===== src/rtl/ex_wb_stage.sv =====
// ex_wb_stage: EX->WB pipeline register and writeback stage.
// Registers the EX result, selects writeback data (zero / LUI / ALU / GPIO switches),
// owns the HEX GPIO output register and forwards WB data back into EX.
// Optional feature: define GPIO_SYNC_EN to route gpio_in through a SYNC_STAGES-deep
// synchronizer; otherwise gpio_in feeds the writeback mux directly.
module ex_wb_stage #(
    parameter int unsigned XLEN        = 32,
    parameter int unsigned SYNC_STAGES = 2
) (
    input  logic            clk,
    input  logic            rst,
    input  logic            flush_EX,
    input  logic            regwrite_EX,
    input  logic [1:0]      regsel_EX,
    input  logic            GPIO_we,
    input  logic [4:0]      rd_EX,
    input  logic [4:0]      rs1_EX,
    input  logic [4:0]      rs2_EX,
    input  logic [XLEN-1:0] rs1_data_EX,
    input  logic [XLEN-1:0] rs2_data_EX,
    input  logic [XLEN-1:0] alu_result_EX,
    input  logic [19:0]     imm20_EX,
    input  logic [XLEN-1:0] gpio_in,
    output logic [XLEN-1:0] rs1_fwd_EX,
    output logic [XLEN-1:0] rs2_fwd_EX,
    output logic            regwrite_WB,
    output logic [4:0]      rd_WB,
    output logic [XLEN-1:0] writedata_WB,
    output logic [XLEN-1:0] gpio_out
);

    // A single flop cannot be trusted to resolve metastability on the switch inputs.
    if (SYNC_STAGES < 2) begin : g_sync_stages_check
        $error("ex_wb_stage: SYNC_STAGES must be at least 2");
    end

    logic [XLEN-1:0] gpio_s;
    logic [XLEN-1:0] wb_data_d;
    logic            wb_we_d;

`ifdef GPIO_SYNC_EN
    logic [SYNC_STAGES-1:0][XLEN-1:0] sync_q;

    // Shift the asynchronous switch inputs through the synchronizer chain
    always_ff @(posedge clk) begin
        if (rst) begin
            sync_q <= '0;
        end else begin
            sync_q <= {sync_q[SYNC_STAGES-2:0], gpio_in};
        end
    end

    assign gpio_s = sync_q[SYNC_STAGES-1];
`else
    // Direct path: only valid when gpio_in is driven synchronously to clk.
    assign gpio_s = gpio_in;
`endif

    // Forward the WB result into EX; x0 never matches because regwrite_WB is 0 for rd=0
    always_comb begin
        rs1_fwd_EX = rs1_data_EX;
        rs2_fwd_EX = rs2_data_EX;
        if (regwrite_WB && (rd_WB == rs1_EX)) begin
            rs1_fwd_EX = writedata_WB;
        end
        if (regwrite_WB && (rd_WB == rs2_EX)) begin
            rs2_fwd_EX = writedata_WB;
        end
    end

    // Writeback data select and write-enable qualification
    always_comb begin
        wb_data_d = '0;
        unique case (regsel_EX)
            2'b00: wb_data_d = '0;
            2'b01: wb_data_d = XLEN'({imm20_EX, 12'h000});
            2'b10: wb_data_d = alu_result_EX;
            2'b11: wb_data_d = gpio_s;
        endcase
        wb_we_d = regwrite_EX && !flush_EX && (rd_EX != 5'd0);
    end

    // EX->WB pipeline register; reset drops any in-flight write
    always_ff @(posedge clk) begin
        if (rst) begin
            regwrite_WB  <= 1'b0;
            rd_WB        <= 5'd0;
            writedata_WB <= '0;
        end else begin
            regwrite_WB  <= wb_we_d;
            rd_WB        <= rd_EX;
            writedata_WB <= wb_data_d;
        end
    end

    // HEX display register, written with the forwarded rs1 operand unless squashed
    always_ff @(posedge clk) begin
        if (rst) begin
            gpio_out <= '0;
        end else if (GPIO_we && !flush_EX) begin
            gpio_out <= rs1_fwd_EX;
        end
    end

endmodule

===== config.mk =====
export PLATFORM = sky130hd
export DESIGN_NAME = ex_wb_stage
export DESIGN_NICKNAME = d
export VERILOG_FILES = /design/src/rtl/ex_wb_stage.sv
export SDC_FILE = /design/constraint.sdc
export NUM_CORES = 1
export LEC_CHECK = 0
export ABC_AREA = 1
export CAP_MARGIN = 10
export CORE_MARGIN = 8
export CORE_UTILIZATION = 39
export CTS_CLUSTER_SIZE = 28
export DETAILED_ROUTE_END_ITERATION = 7
export PLACE_DENSITY = 0.86
export RECOVER_POWER = 100
export SLEW_MARGIN = 30
export SYNTH_ARGS = -nofsm -noshare
export SYNTH_HDL_FRONTEND = slang
export SYNTH_SLANG_ARGS = --single-unit

===== constraint.sdc =====
create_clock -name clk -period 2.1 [get_ports clk]
set_input_delay 0.42 -clock clk [delete_from_list [all_inputs] [get_ports clk]]
set_output_delay 0.42 -clock clk [all_outputs]
set_load 0.01 [all_outputs]

==> results.cfg <==
[route]
drt_iter0_drc = 580
drcViolationCount = 0
wl_per_cell_um = 21.1
ant_nets = 0
vias_per_cell = 5.15
routed_wl_um = 26200
vias = 6392
dr.pass1.iters = 6

[power_and_ir_drop]
p_seq_share_pct = 30.1
p_leak_nw = 4.69
p_sw_share_pct = 27.7
intPower_mw = 3.60
p_comb_share_pct = 29.4
power_mw = 4.97
ir_drop_mv = 0.355
clock_power_share_pct = 40.4
switching_power_mw = 1.37
power.density_mw_per_mm2 = 510

[place]
dpl.hpwl_um = 16100
portBuffers = 303
preCtsSetupSlack_ns = -0.639
routabilityCongestion = 0.907

[global_routing]
first_global_vias = 6217
gr-usage-all-layers_pct = 29.6
grt_pass1_wl_um = 34300
grt_max_degree = 65
overflow = 0
grt_antenna_before_repair = 1

[timing]
hold_viol = 0
period_share_pct = 106
tightestPinTransition_ns = 0.951
max_freq_mhz = 448
holdWs_ns = 0.554
setup_viol = 54
rsz0062_at_grt = true
finalSetupTns_ns = -4.10
slew_viol_final = 0
fin_ws_ns = -0.133
worst_clock_skew_ns = 0.00520
slew_headroom_pct = 36.6
period_needed_ns = 2.23

[yosys]
syn_inst = 689
synth_edf_count = 0
ys_ff_latch = 70
synth.most_common_cell = nand2_1
synth_flop_cell = dfxtp_1
netlist-cell-type-count = 26
syn_nets = 859
yosys_warnings = 0
synth_area_per_cell_um2 = 6.61
netlist_top_cells_area = dfxtp_1 31%, nand2_1 18%, nand3_2 13%
synth-async-reset-ratio_pct = 0
ys_seq_area_share_pct = 30.8
synth.top_cell.area_share_pct = 30.8
synth_area_leader_cell = dfxtp_1
netlist_area_mm2 = 0.00455
synth_common_cells = 223 x nand2_1, 106 x inv_1, 73 x nor2_1, 70 x dfxtp_1, 61 x nand3_2

[clock_network]
htree_levels = 3
clock_tree.root_cell = clkbuf_16
clkSinkCount = 70
tritoncts = yes
cts_buffers = 9
cts.path.max_buffers = 2
clk_latency_ns = 0.34
clk_pin_slew_worst_paths_ns = 0.06

[critical_path]
worstSetupPathType = input port to output pin
worst_ep_arrival_time_ns = 1.81
required_ns = 1.68
worstSetupStartpointType = input port
crit_fanout = 6
crit_path_end_kind = output pin

[die]
io_pins = 304
dieArea_mm2 = 0.0154
start_util_pct = 39.9
fp-row-count = 39
die_h_um = 124
core_mm2 = 0.0114
die_width_um = 124

[layout]
final_nets = 1261
final_util_pct = 85.4
areaGrowthSynthToFinish_pct = 114
post_route_cells_drive_above_1_share_pct = 38.0

[hold_path]
hold_path.class = register to register

[status]
violations = setup timing
status = complete, but fails checks

[job]
maxCapViolations = 0
==> critical path, stage by stage <==
cell           delay, ns
dlygate4sd2_1       0.25
inv_1               0.07
nand2_2             0.10
nand2_2             0.08
nor2_4              0.12
nand3_4             0.23
clkbuf_16           0.28
nand2_4             0.08
nand2_2             0.05
buf_6               0.12
==> final timing paths <==
path                     start              to  slack [ns]  depth (start not counted)
setup reg to reg      rd_WB[3]     gpio_out[7]        0.06                         16
setup / recovery     rs1_EX[0]  rs1_fwd_EX[20]       -0.13                         10
hold reg to reg   gpio_out[18]    gpio_out[18]        0.55                          4
hold / removal    gpio_out[18]    gpio_out[18]        0.55                          4
==> cells by family after synthesis <==
family / Yosys count / share of synthesized area [%]
DFF: 70 / 30.8
buffers and inverters: 146 / 15.8
and+or+nand+nor: 421 / 47.0
xor gates and xnor gates: 1 / 0.192
AOI/OAI and AO/OA: 51 / 6.29
==> cells in the final DEF (no fill, tap or decap), types with 10 or more instances in the layout <==
| cell | netlist | final |
|---|---|---|
| inv_1 | 106 | 100 |
| nor2_1 | 73 | 70 |
| nand2_4 | 0 | 39 |
| buf_2 | 3 | 29 |
| nand3_1 | 24 | 22 |
| clkdlybuf4s50_1 | 0 | 163 |
| nand2_2 | 33 | 56 |
| dfxtp_1 | 70 | 65 |
| nand2_1 | 223 | 160 |
| buf_12 | 3 | 14 |
| dlygate4sd3_1 | 0 | 65 |
| dlygate4sd2_1 | 0 | 10 |
| nand3_4 | 2 | 13 |
| buf_4 | 1 | 83 |
| o21ai_2 | 5 | 18 |
| nand3_2 | 61 | 52 |
| clkbuf_16 | 0 | 12 |
| a21oi_1 | 13 | 12 |
| buf_6 | 15 | 45 |
==> layer usage <==
metal | track usage (%) | wire length (um) | vias to the layer above
met5 | 0 | 0 | -
met4 | 14.7 | 1370 | 0
li1 | - | - | 2912
met2 | 52.0 | 13300 | 410
met1 | 32.9 | 9150 | 2954
met3 | 6.80 | 2350 | 116
==> per-stage QoR <==
stage,std cells,instance area (um2)
3_3_place_gp,1178,8190
2_1_floorplan,689,4550
6_report,1240,9750
4_1_cts,1228,9140
3_5_place_dp,1178,8190
5_1_grt,1240,9750
==> layout make-up <==
| cell class | count | area (um2) |
|---|---|---|
| timing repair buffer | 428 | 4310 |
| multi-input combinational | 473 | 3060 |
| fill | 631 | 1670 |
| sequential | 70 | 1410 |
| inverter | 109 | 412 |
| clock buffer | 9 | 225 |
| tap | 143 | 179 |
| clock inverter | 7 | 160 |
| antenna | 1 | 2.50 |
==> power groups by stage <==
stage	registers (mW)	clock network [mW]	logic [mW]
6_report	1.50	2.01	1.46
5_1_grt	1.50	2.08	1.54
4_1_cts	1.49	2.01	1.32
3_5_place_dp	1.52	0	1.25
3_3_place_gp	1.51	0	1.23
2_1_floorplan	1.53	0	0.427
==> sequential cells by signal (all words and copies together) (netlist names) <==
register and flops:
gpio_out 32, writedata_WB 32, rd_WB 5, regwrite_WB 1
==> repair_timing <==
action	CTS	global route
setup endpoints to repair	64	65
pin swaps	22	22
cloned	11	3
hold buffers	0	0
setup buffers	23	16
gates resized for setup	358	153
(Power assumes the default switching activity.)
